### src/rtl/bus_pkg.sv
// Shared types and constants for the two-master bus arbiter.
package bus_pkg;

  typedef enum logic [1:0] {
    ST_IDLE = 2'd0,
    ST_GNT0 = 2'd1,
    ST_GNT1 = 2'd2
  } state_e;

  localparam logic M0 = 1'b0;
  localparam logic M1 = 1'b1;

  // Grant state owned by master id m.
  function automatic state_e gnt_state(input logic m);
    return m ? ST_GNT1 : ST_GNT0;
  endfunction

endpackage

### src/rtl/arb_hold_cnt.sv
// Saturating hold counter for the arbiter; tc_o flags the last allowed contested cycle.
module arb_hold_cnt #(
  parameter int unsigned MAX_HOLD = 16,
  parameter int unsigned CNT_W    = 8
) (
  input  logic clk,
  input  logic reset,
  input  logic clr_i,
  input  logic en_i,
  output logic tc_o
);

  localparam logic [CNT_W-1:0] CntMax = '1;
  localparam logic [CNT_W-1:0] TcVal  = (MAX_HOLD == 0) ? '0 : CNT_W'(MAX_HOLD - 1);
  localparam bit               HoldEn = (MAX_HOLD != 0);

  logic [CNT_W-1:0] cnt_q, cnt_d;

  always_comb begin
    cnt_d = cnt_q;
    if (clr_i) begin
      cnt_d = '0;
    end else if (en_i && (cnt_q != CntMax)) begin
      cnt_d = cnt_q + 1'b1;
    end
  end

  always_ff @(posedge clk or posedge reset) begin
    if (reset) begin
      cnt_q <= '0;
    end else begin
      cnt_q <= cnt_d;
    end
  end

  assign tc_o = HoldEn && (cnt_q == TcVal);

endmodule

### src/rtl/bus_arbiter.sv
// Two-master round-robin bus arbiter with registered grants and hold-limit preemption.
module bus_arbiter #(
  parameter int unsigned MAX_HOLD = 16,
  parameter int unsigned CNT_W    = 8
) (
  input  logic clk,
  input  logic reset,
  input  logic m0_req,
  input  logic m1_req,
  output logic m0_grant,
  output logic m1_grant,
  output logic m_sel,
  output logic bus_busy,
  output logic preempt
);

  import bus_pkg::*;

  state_e state_q, state_d;
  logic   last_q, last_d;
  logic   m_sel_q, m_sel_d;
  logic   preempt_q, preempt_d;
  logic   owner_req, other_req;
  logic   hold_tc, cnt_clr, entering;

  always_comb begin
    state_d   = state_q;
    preempt_d = 1'b0;
    owner_req = 1'b0;
    other_req = 1'b0;
    unique case (state_q)
      ST_IDLE: begin
        if (m0_req && m1_req) begin
          state_d = gnt_state(~last_q);
        end else if (m0_req) begin
          state_d = ST_GNT0;
        end else if (m1_req) begin
          state_d = ST_GNT1;
        end
      end
      ST_GNT0: begin
        owner_req = m0_req;
        other_req = m1_req;
        if (!m0_req) begin
          state_d = m1_req ? ST_GNT1 : ST_IDLE;
        end else if (m1_req && hold_tc) begin
          state_d   = ST_GNT1;
          preempt_d = 1'b1;
        end
      end
      ST_GNT1: begin
        owner_req = m1_req;
        other_req = m0_req;
        if (!m1_req) begin
          state_d = m0_req ? ST_GNT0 : ST_IDLE;
        end else if (m0_req && hold_tc) begin
          state_d   = ST_GNT0;
          preempt_d = 1'b1;
        end
      end
      default: state_d = ST_IDLE;
    endcase

    entering = (state_d != state_q) && (state_d != ST_IDLE);
    last_d   = last_q;
    m_sel_d  = m_sel_q;
    if (entering) begin
      last_d  = (state_d == ST_GNT1) ? M1 : M0;
      m_sel_d = last_d;
    end

    // Counter only runs while the owner keeps the bus against a waiting requester.
    cnt_clr = entering || (state_d == ST_IDLE) || !other_req || !owner_req;
  end

  always_ff @(posedge clk or posedge reset) begin
    if (reset) begin
      state_q   <= ST_IDLE;
      last_q    <= M1;
      m_sel_q   <= M0;
      preempt_q <= 1'b0;
    end else begin
      state_q   <= state_d;
      last_q    <= last_d;
      m_sel_q   <= m_sel_d;
      preempt_q <= preempt_d;
    end
  end

  arb_hold_cnt #(
    .MAX_HOLD (MAX_HOLD),
    .CNT_W    (CNT_W)
  ) u_hold_cnt (
    .clk   (clk),
    .reset (reset),
    .clr_i (cnt_clr),
    .en_i  (other_req),
    .tc_o  (hold_tc)
  );

  assign m0_grant = (state_q == ST_GNT0);
  assign m1_grant = (state_q == ST_GNT1);
  assign bus_busy = m0_grant | m1_grant;
  assign m_sel    = m_sel_q;
  assign preempt  = preempt_q;

endmodule

### config.mk
export PLATFORM = sky130hd
export DESIGN_NAME = bus_arbiter
export DESIGN_NICKNAME = d
export VERILOG_FILES = /design/src/rtl/bus_pkg.sv /design/src/rtl/arb_hold_cnt.sv /design/src/rtl/bus_arbiter.sv
export SDC_FILE = /design/constraint.sdc
export NUM_CORES = 1
export LEC_CHECK = 0
export BUFFER_PORTS_ARGS = -buffer_cell sky130_fd_sc_hd__buf_2
export CORE_MARGIN = 8
export CORE_UTILIZATION = 57
export DETAILED_ROUTE_END_ITERATION = 7
export GPL_TIMING_DRIVEN = 0
export PLACE_DENSITY = 0.86
export SLEW_MARGIN = 20
export SYNTH_ARGS = -nofsm -noshare
export SYNTH_HDL_FRONTEND = slang
export SYNTH_HIERARCHICAL = 1
export SYNTH_SLANG_ARGS = --single-unit
### constraint.sdc
create_clock -name clk -period 3.36 [get_ports clk]
set_input_delay 0.336 -clock clk [delete_from_list [all_inputs] [get_ports clk]]
set_output_delay 0.336 -clock clk [all_outputs]
set_load 0.02 [all_outputs]
==> results of run 1 <==
[power breakdown]
part / total (uW) / switching, uW / internal, uW
logic: 364 / 220 / 144
registers: 219 / 33.0 / 186
clock network: 93.2 / 47.3 / 45.9
[layout make-up]
cell class                      instances  area (um2)  area share (%)
Buffer                                  5       46.29           4.143
Sequential cell                        13       326.6           29.23
Inverter                                6       22.52           2.016
Timing Repair Buffer                    7       40.04           3.583
Tap cell                               25       31.28           2.800
Multi-Input combinational cell         88       624.3           55.88
Clock buffer                            4       26.28           2.352
[metrics by stage]
stage	instances	util, %
after global routing	148	65.42
after detailed placement	143	62.86
final	148	65.42
after CTS	148	65.35
after global placement	143	62.86
after floorplan	112	-
[registers in the layout, indices dropped and copies added, names as in the netlist]
name              flops
last_q                1
u_hold_cnt/cnt_q      8
state_q               2
preempt               1
m_sel                 1
[metal layers]
metal	part of all wire (%)	global-route usage [%]
met1	48	17.69
met2	43	19.90
met3	7.1	3.091
met4	1.8	8.042
met5	0	0
[tightest hold or removal path, cell delays in order]
cell and delay, ns:
buf_6 0.12, nand3_1 0.06, nor2_1 0.06
[logic make-up (layout without fill, tap and decap cells)]
| kind of cell | after synthesis | after routing | share of synthesized area [%] |
|---|---|---|---|
| fa+ha+maj | 5 | 5 | 6.180 |
| compound gates | 27 | 27 | 18.29 |
| flops | 13 | 13 | 32.26 |
| xor+xnor | 1 | 1 | 0.8654 |
| buf+inv | 11 | 22 | 6.674 |
| simple gates | 51 | 51 | 31.15 |
| mux | 4 | 4 | 4.573 |
[what timing repair did]
action,4_1_cts,5_1_grt
endpoints found under the hold margin,4,0
hold buffers,1,0
setup endpoints to repair,1,3
resized for setup,1,2
[worst paths after layout]
| kind | to | slack [ns] | cells after the start |
|---|---|---|---|
| setup reg to reg | u_hold_cnt/cnt_q[3]$_DFFE_PP0P_ | 0.34 | 12 |
| hold reg to reg | u_hold_cnt/cnt_q[5]$_DFFE_PP0P_ | 0.56 | 1 |
| hold / removal | preempt$_DFF_PP0_ | 0.36 | 3 |
| max in group asynchronous | u_hold_cnt/cnt_q[3]$_DFFE_PP0P_ | 2.55 | 3 |
| setup / recovery | u_hold_cnt/cnt_q[3]$_DFFE_PP0P_ | 0.34 | 12 |
| min in group asynchronous | state_q[1]$_DFF_PP0_ | 0.50 | 3 |
[cells in the final DEF, fill, tap and decap left out, types with 3 or more instances in the layout]
cell,netlist,final
nand2b_1,4,4
nand4_1,4,4
o21ai_0,7,7
a21oi_1,4,4
a31oi_1,3,3
clkbuf_4,0,3
nand3_1,5,5
inv_1,6,6
dfrtp_1,12,12
nand3b_1,4,4
a41oi_1,3,3
nand2_1,6,6
nor2_1,6,6
nor2b_1,4,4
buf_2,0,6
buf_6,3,3
ha_1,5,5
==> flow_summary_export.csv, run 1 <==
group,metric,value,unit
logic_synthesis,post-synth-top-count-cell,"dfrtp_1",
worst_setup_path,worst-path-max-fanout,10,
timing,relative_slew_margins,63.52,%
timing,rsz0062_at_grt,"false",
finish,design_area,1117,um2
finish,fill_cells,140,
logic_synthesis,synth.yosys.seq_area_share,32.26,%
worst_hold_path,path_category_of_the_worst_min_delay_check,"in2reg",
clocking,cts_post_setup_buffers_inserted,0,
finish,design.final.nets,133,
logic_synthesis,postSynthCellCount,112,
power,post-layout-total-power,676.6,uW
finish,flow.area_growth_from_synthesis,10.38,%
route,avgRoutedWirePerCell,14.18,um
timing,finalMaxSlewViolations,0,
worst_setup_path,critical-path-slowest-cell,"dfrtp_1",
placed_design,dp_worst_setup_slack,0.01274,ns
clocking,clock_root_buffer,"clkbuf_4",
floorplan,die-width,58.14,um
logic_synthesis,synth_top_area_cell,"dfrtp_1",
worst_hold_path,hold_path_startpoint,"m0_req",
logic_synthesis,netlist_top_cells_area,"dfrtp_1 (30%), ha_1 (6.2%), o21ai_0 (3.5%), buf_6 (3.3%), nand3b_1 (3.0%)",
grt,grt_antenna_before_repair,0,
floorplan,num_io_pins,9,
route,routed_wirelength,2099,um
route,vias,916,
timing,achievable-frequency,331.4,MHz
floorplan,initial_cell_density_of_the_core,59.27,%
worst_setup_path,cp_arrival,3.17,ns
route,drc_errors,0,
timing,skew,0.009580,ns
route,first_pass_iters,4,
floorplan,core-area,1708,um2
placed_design,port-buffer-count,6,
logic_synthesis,synthesized_flop_and_latch_total,13,
logic_synthesis,async_flop_share,100.0,%
timing,max_slew.worst_pin.slew,0.5461,ns
worst_setup_path,timing.critical_path.from_type,"flop",
clocking,cts_max_level,1,
floorplan,full_die_area,3380,um2
floorplan,die_y,58.14,um
clocking,cts-root-to-sink-buffers,2,
logic_synthesis,ys.warnings.count,6,
logic_synthesis,yosys_most_used_dff,"dfrtp_1",
clocking,cts.sink_count,13,
finish,post_route_cells_drive_above_1_share,18.70,%
worst_setup_path,worstPathRequired,3.51,ns
worst_setup_path,timing.critical_path.max_delay_family,"simple AND/OR/NAND/NOR gates",
logic_synthesis,netlist_area,1012,um2
clocking,clk_pin_slew_worst_paths,0.07,ns
timing,setup_viol,0,
timing,fin_crit_sh,89.80,%
timing,min_period,3.017,ns
finish,n_antenna_cell,0,
power,power_density,605.6,nW/um2
timing,post-route-worst-setup-slack,0.3428,ns
grt,grt_usage,13.61,%
placed_design,postPlaceCellArea,1074,um2
worst_setup_path,crit_path_start,"u_hold_cnt/cnt_q[0]$_DFFE_PP0P_",
route,iteration_0_drc_markers,34,
logic_synthesis,syn-num-nets,121,
clocking,cts_inserted_buffers,3,
route,post_drt_via_cell_ratio,6.189,
placed_design,last_weighted_congestion_value_of_the_routability_driven_placer,0.8909,
timing,fin_worst_hold_slack,0.3594,ns
clocking,clkLatencyLatePin,0.27,ns
worst_setup_path,timing.critical_path.buf_inv,1,
grt,first_global_vias,859,
worst_setup_path,cp-end-kind,"flop",
worst_setup_path,path_class,"reg2reg",
timing,hold_violations,0,
route,ant_nets,0,
grt,globalRouteOverflowTotal,0,
worst_setup_path,max_stage_delay,0.41,ns
logic_synthesis,synth_top_cells_by_count,"dfrtp_1 (12), o21ai_0 (7), inv_1 (6), nand2_1 (6), nor2_1 (6)",
logic_synthesis,post_synth_num_cell_types,42,
logic_synthesis,synth-edff-count,0,
worst_setup_path,rr_startpoint,"u_hold_cnt/cnt_q[0]$_DFFE_PP0P_",
grt,grt_start_max_net_pins,11,
floorplan,num_rows,15,
timing,final.setup.tns,0,ns
placed_design,dp_hpwl,1557,um
power,peak_supply_drop,513.3,uV
clocking,cts_tree,"yes",
logic_synthesis,syn-mean-instance-area,9.038,um2
run,max-cap-violations,0,
grt,grt_pass1_wl,3643,um
outcome,status,"finished, final reports clean",
power,leakage,0.0004739,uW
worst_setup_path,path_cells,"ha_1 > nand4b_1 > nor4_2 > nand2b_4 > a22oi_1 > o221ai_2 > or2_1 > nor4b_1 > a41oi_1 > clkbuf_2 > nor2_1 > mux2_1",
logic_synthesis,synth_top_cell_area_share,29.67,%
Note: power is estimated with default switching activity, not from simulation.
==> run 2, diff against run 1 <==
- ABC_AREA: unset -> 1
- RECOVER_POWER: unset -> 50
==> flow_summary_export.csv, run 2 <==
group,metric,value,unit
logic_synthesis,syn-num-nets,144,
power,clk_network_pwr_share,14.9,%
placed_design,place_inst,158,
clocking,clock_root_buffer,"clkbuf_4",
timing,hold_violations,0,
logic_synthesis,synth.yosys.seq_area_share,34.66,%
floorplan,initial_cell_density_of_the_core,61.82,%
finish,largest_register_ff_count,8,
grt,grt_pass1_wl,3215,um
logic_synthesis,syn-mean-instance-area,6.979,um2
timing,max_slew.worst_pin.slew,0.4148,ns
timing,fin_crit_sh,75.22,%
timing,skew,0.0008209,ns
grt,globalRouteOverflowTotal,0,
timing,min_period,2.527,ns
route,first_pass_iters,4,
route,post_drt_via_cell_ratio,5.540,
clocking,cts_inserted_buffers,3,
finish,fill_cells,127,
clocking,cts_max_level,1,
power,p_int,338.3,uW
logic_synthesis,postSynthCellCount,135,
power,post-layout-total-power,634.1,uW
placed_design,port-buffer-count,7,
timing,setup_viol,0,
worst_setup_path,regToRegSetupSlack,0.83,ns
finish,n_antenna_cell,0,
run,max-cap-violations,0,
grt,first_global_vias,791,
outcome,status,"finished, final reports clean",
worst_hold_path,path_category_of_the_worst_min_delay_check,"in2reg",
logic_synthesis,post_synth_num_cell_types,23,
logic_synthesis,yosys_most_used_dff,"dfrtp_1",
logic_synthesis,async_flop_share,100.0,%
route,drc_errors,0,
power,pwr-share-seq,32.7,%
logic_synthesis,synth-edff-count,0,
worst_setup_path,path_class,"reg2reg",
logic_synthesis,netlist_area,942.2,um2
logic_synthesis,synth_top_cell_area_share,31.87,%
logic_synthesis,synthesized_flop_and_latch_total,13,
grt,grt_start_max_net_pins,9,
finish,flow.area_growth_from_synthesis,9.429,%
floorplan,die-width,56.66,um
grt,grt_antenna_before_repair,0,
power,switching_share,46.65,%
worst_setup_path,worst_r2r_path_depth,19,
power,power.switching,295.8,uW
power,peak_supply_drop,538.6,uV
timing,rsz0062_at_grt,"false",
route,avgRoutedWirePerCell,12.02,um
logic_synthesis,post-synth-top-count-cell,"nand2_1",
worst_hold_path,hold_path_startpoint,"m0_req",
worst_setup_path,timing.critical_path.from_type,"flop",
worst_setup_path,cp-end-kind,"flop",
floorplan,die_y,56.66,um
clocking,cts.sink_count,13,
worst_setup_path,cp_arrival,2.69,ns
floorplan,num_rows,14,
route,vias,903,
placed_design,last_weighted_congestion_value_of_the_routability_driven_placer,0.9248,
timing,relative_slew_margins,72.35,%
finish,final_cell_mix,"nand2_1 (43), inv_1 (19), nand3_1 (13)",
floorplan,core-area,1524,um2
timing,final.setup.tns,0,ns
worst_setup_path,timing.rr.end,"u_hold_cnt/cnt_q[3]$_DFFE_PP0P_",
power,power_density,615.0,nW/um2
grt,grt_usage,12.05,%
worst_hold_path,min_path_cells,3,
timing,finalMaxSlewViolations,0,
finish,top_register,"u_hold_cnt/cnt_q",
route,ant_nets,0,
finish,post_route_cells_drive_above_1_share,17.01,%
logic_synthesis,netlist_top_cells_area,"dfrtp_1 (32%), nand2_1 (17%), inv_1 (7.6%), nand3_1 (6.9%), ha_1 (6.6%)",
timing,achievable-frequency,395.7,MHz
worst_setup_path,worstPathRequired,3.53,ns
power,leakage,0.0005511,uW
finish,instances_no_fill,163,
worst_setup_path,rr_startpoint,"u_hold_cnt/cnt_q[1]$_DFFE_PP0P_",
power,power_frac_comb,52.4,%
clocking,cts-root-to-sink-buffers,2,
route,routed_wirelength,1960,um
placed_design,dp_hpwl,1549,um
worst_setup_path,worst-path-max-fanout,6,
finish,layout_commonest_cell,"nand2_1",
worst_hold_path,whs_endpoint,"preempt$_DFF_PP0_",
clocking,clkLatencyLatePin,0.27,ns
finish,design.final.nets,157,
finish,reg_top3,"u_hold_cnt/cnt_q x8, state_q x2",
logic_synthesis,synth_top_cells_by_count,"nand2_1 (43), inv_1 (19), nand3_1 (13), dfrtp_1 (12)",
clocking,cts_post_setup_buffers_inserted,0,
floorplan,full_die_area,3210,um2
logic_synthesis,synth_top_area_cell,"dfrtp_1",
route,iteration_0_drc_markers,44,
floorplan,num_io_pins,9,
clocking,clk_pin_slew_worst_paths,0.07,ns
clocking,cts_tree,"yes",
logic_synthesis,ys.warnings.count,6,
[run 2: critical path: stages (launching register included)]
cell	delay [ns]
dfrtp_1	0.41
ha_1	0.20
nand2_2	0.10
inv_1	0.12
nand2_1	0.08
nor2_1	0.17
nand2_2	0.09
nand3_1	0.07
nand2_1	0.06
nand3_2	0.09
nand2_2	0.07
nand2_1	0.06
nand2_1	0.05
inv_1	0.06
nand2_2	0.05
or2_1	0.28
inv_1	0.21
nand2_4	0.12
nand2_1	0.09
nand2_1	0.05
[run 2: area by class of cell]
cell class	instances	area, um2	share of cell area [%]
Clock buffer	4	26.28	2.549
Buffer	1	11.26	1.092
Sequential cell	13	326.6	31.67
Multi-Input combinational cell	100	520.5	50.49
Inverter	21	83.83	8.131
Timing Repair Buffer	8	42.54	4.126
Tap cell	16	20.02	1.942
[run 2: how the worst max path moves through the flow]
stage,startpoint,end,depth (start not counted)
after floorplan,u_hold_cnt/cnt_q[1]$_DFFE_PP0P_,u_hold_cnt/cnt_q[3]$_DFFE_PP0P_,19
after global placement,u_hold_cnt/cnt_q[1]$_DFFE_PP0P_,u_hold_cnt/cnt_q[3]$_DFFE_PP0P_,19
after detailed placement,u_hold_cnt/cnt_q[1]$_DFFE_PP0P_,u_hold_cnt/cnt_q[1]$_DFFE_PP0P_,18
after CTS,u_hold_cnt/cnt_q[1]$_DFFE_PP0P_,u_hold_cnt/cnt_q[3]$_DFFE_PP0P_,17
after global routing,u_hold_cnt/cnt_q[1]$_DFFE_PP0P_,u_hold_cnt/cnt_q[7]$_DFFE_PP0P_,20
final,u_hold_cnt/cnt_q[1]$_DFFE_PP0P_,u_hold_cnt/cnt_q[3]$_DFFE_PP0P_,19
[run 2: repair_timing]
action,in CTS,in global routing
resized for setup,0,0
hold buffers,1,0
hold endpoints to repair,4,0
[run 2: cell families (layout without fill, tap and decap cells)]
family | count (synthesis) | in the layout | synth area share (%)
adders and majority gates | 5 | 5 | 6.640
AOI/OAI and AO/OA | 11 | 11 | 6.108
DFF | 13 | 13 | 34.66
buffers and inverters | 22 | 34 | 10.09
and+or+nand+nor | 83 | 83 | 41.57
xor gates and xnor gates | 1 | 1 | 0.9298
[run 2: layer usage]
layer	part of all wire, %	global-route usage (%)
met1	44	15.51
met2	46	19.28
met3	7.5	3.146
met4	2.1	3.093
met5	0	0
[run 2: stage by stage]
stage	util [%]	hold slack [ns]	area, um2	worst slack, ns
2_1_floorplan	-	0.1138	942.2	1.212
3_3_place_gp	65.44	0.2397	997.2	0.9794
3_5_place_dp	65.44	0.2479	997.2	0.9124
4_1_cts	67.82	0.3639	1033	0.8833
5_1_grt	67.65	0.3805	1031	0.6824
6_report	67.65	0.3668	1031	0.8326
[run 2: power by group through the flow]
stage                     clock [uW]  sequential (uW)  combinational [uW]
after floorplan                    0              211                 258
after global placement             0              209                 321
after detailed placement           0              210                 334
after CTS                       97.2              207                 336
after global routing             103              212                 373
final                           94.7              207                 332
==> run 3, diff against run 2 <==
- CORE_UTILIZATION: 57 -> 51
- PLACE_DENSITY: 0.86 -> 0.82
- clock period: 3.36 -> 2.19 ns (I/O delays scaled with it)
==> flow_summary_export.csv, run 3 (synthesized netlist as in run 2, its figures left out) <==
group,metric,value,unit
finish,register_area,326.6,um2
route,first_pass_iters,5,
route,iteration_0_drc_markers,64,
finish,flow.area_growth_from_synthesis,21.78,%
floorplan,full_die_area,3479,um2
worst_setup_path,path_class,"reg2reg",
outcome,violated_checks,"negative setup slack",
outcome,status,"complete, but fails checks",
placed_design,dp_hpwl,1591,um
clocking,cts.sink_count,13,
timing,hold_violations,0,
clocking,cts-root-to-sink-buffers,2,
worst_setup_path,cp_arrival,2.51,ns
timing,skew,0.005362,ns
route,routed-wl-met3,193,um
timing,post-route-worst-setup-slack,-0.1122,ns
floorplan,initial_cell_density_of_the_core,54.57,%
grt,grt_antenna_before_repair,0,
finish,reg_top3,"u_hold_cnt/cnt_q x8, state_q x2",
timing,fin_worst_hold_slack,0.2710,ns
route,vias,977,
finish,design_area,1147,um2
power,leakage,0.0006055,uW
finish,multi_input_area,579.3,um2
grt,globalRouteOverflowTotal,0,
run,max-cap-violations,0,
finish,post_route_cells_drive_above_1_share,29.61,%
floorplan,num_rows,15,
worst_setup_path,worst-path-max-fanout,6,
clocking,clkLatencyLatePin,0.27,ns
worst_setup_path,timing.critical_path.from_type,"flop",
timing,rsz0062_at_grt,"true",
route,wl_met1,1091,um
worst_hold_path,path_category_of_the_worst_min_delay_check,"in2reg",
worst_setup_path,worstPathRequired,2.40,ns
floorplan,core-area,1727,um2
worst_setup_path,max_stage_delay,0.37,ns
finish,layout_commonest_cell,"nand2_1",
finish,n_antenna_cell,0,
timing,finalMaxSlewViolations,0,
timing,achievable-frequency,434.4,MHz
power,peak_supply_drop,816.1,uV
timing,max_slew.worst_pin.slew,0.4014,ns
route,post_drt_via_cell_ratio,5.520,
worst_setup_path,timing.critical_path.max_delay_family,"simple AND/OR/NAND/NOR gates",
grt,grt_usage,12.41,%
worst_setup_path,timing.critical_path.buf_inv,4,
placed_design,last_weighted_congestion_value_of_the_routability_driven_placer,0.9116,
worst_setup_path,critical-path-slowest-cell,"dfrtp_1",
finish,design.final.nets,162,
clocking,cts_max_level,1,
worst_setup_path,worst_path_most_repeated_cell,"nand2_1",
timing,min_period,2.302,ns
finish,largest_register_ff_count,8,
timing,relative_slew_margins,73.24,%
route,routed_wirelength,2491,um
route,avgRoutedWirePerCell,14.07,um
power,power_density,952.7,nW/um2
route,ant_nets,0,
finish,top_register,"u_hold_cnt/cnt_q",
route,drc_errors,0,
grt,first_global_vias,778,
route,maxUsedRoutingLayer,"met4",
clocking,clk_pin_slew_worst_paths,0.08,ns
floorplan,die-width,58.98,um
clocking,cts_inserted_buffers,3,
grt,grt_pass1_wl,3456,um
finish,postLayoutCoreUtil,66.45,%
floorplan,num_io_pins,9,
grt,grt_start_max_net_pins,9,
finish,final_cell_mix,"nand2_1 (38), inv_1 (17), nand3_1 (13)",
clocking,cts_tree,"yes",
floorplan,die_y,58.98,um
finish,fill_cells,147,
placed_design,port-buffer-count,7,
clocking,clock_root_buffer,"clkbuf_4",
timing,fin_crit_sh,105.1,%
worst_setup_path,path_cells,"ha_2 > nand2_4 > inv_4 > nand2_4 > nor2_4 > nand2_2 > nand3_1 > nand2_1 > nand3_2 > nand2_2 > nand2_1 > nand2_1 > inv_1 > nand2_2 > or2_4 > inv_6 > nand2_8 > clkinv_4 > nand2_1 > nand2_1",
route,dr_wl_met2,1169,um
worst_setup_path,cp-end-kind,"flop",
placed_design,postPlaceCellArea,1008,um2
timing,setup_viol,8,
-- run 3: changes by cell type in the layout (fill, tap and decap cells not counted), sizes merged --
cell	delta
buf	+6
clkbuf	-1
-- run 3: area by class of cell --
type | count | area share [%]
inverter | 21 | 7.961
tap | 25 | 2.726
sequential | 13 | 28.46
clock buffer | 4 | 2.290
buffer | 1 | 0.9815
timing repair buffer | 13 | 7.088
multi-input combinational | 100 | 50.49
-- run 3: path summary, 6_finish.rpt --
check	startpoint	end	slack, ns	depth (start not counted)
hold reg to reg	last_q$_DFFE_PP1P_	last_q$_DFFE_PP1P_	0.48	2
min in group asynchronous	reset	state_q[1]$_DFF_PP0_	0.38	3
setup reg to reg	u_hold_cnt/cnt_q[0]$_DFFE_PP0P_	u_hold_cnt/cnt_q[3]$_DFFE_PP0P_	-0.11	20
max in group asynchronous	reset	u_hold_cnt/cnt_q[4]$_DFFE_PP0P_	1.52	3
hold / removal	m0_req	preempt$_DFF_PP0_	0.27	3
setup / recovery	u_hold_cnt/cnt_q[0]$_DFFE_PP0P_	u_hold_cnt/cnt_q[3]$_DFFE_PP0P_	-0.11	20
-- run 3: where the power goes --
group	switching, uW	total, uW	internal (uW)
Combinational	414	629	215
Clock	71.1	141	70.4
Sequential	39.6	322	283
Total	524	1090	569
-- run 3: per-stage QoR --
step / worst slack, ns / cells / setup TNS [ns] / power, uW
after global placement: -0.1996 / 167 / -1.415 / 814.7
final: -0.1122 / 177 / -0.6931 / 1093
after detailed placement: -0.2358 / 167 / -1.759 / 841.7
after CTS: 0.006172 / 175 / 0 / 1008
after floorplan: 0.04173 / 135 / 0 / 719.5
after global routing: -0.2342 / 177 / -1.662 / 1166
-- run 3: layer usage --
layer	vias to the layer above	global-route usage, %
li1	462	-
met1	456	17.03
met2	53	18.85
met3	6	2.386
met4	0	4.096
met5	-	0
-- run 3: repair_timing --
item	CTS	global route
endpoints found under the hold margin	12	0
hold buffers	1	0
setup endpoints to repair	8	8
pin swaps	3	11
resized for setup	6	15
setup buffers	3	2
-- run 3: tightest hold or removal path, stage by stage --
cell      delay (ns)
buf_6           0.11
nand2_1         0.07
a211oi_1        0.08
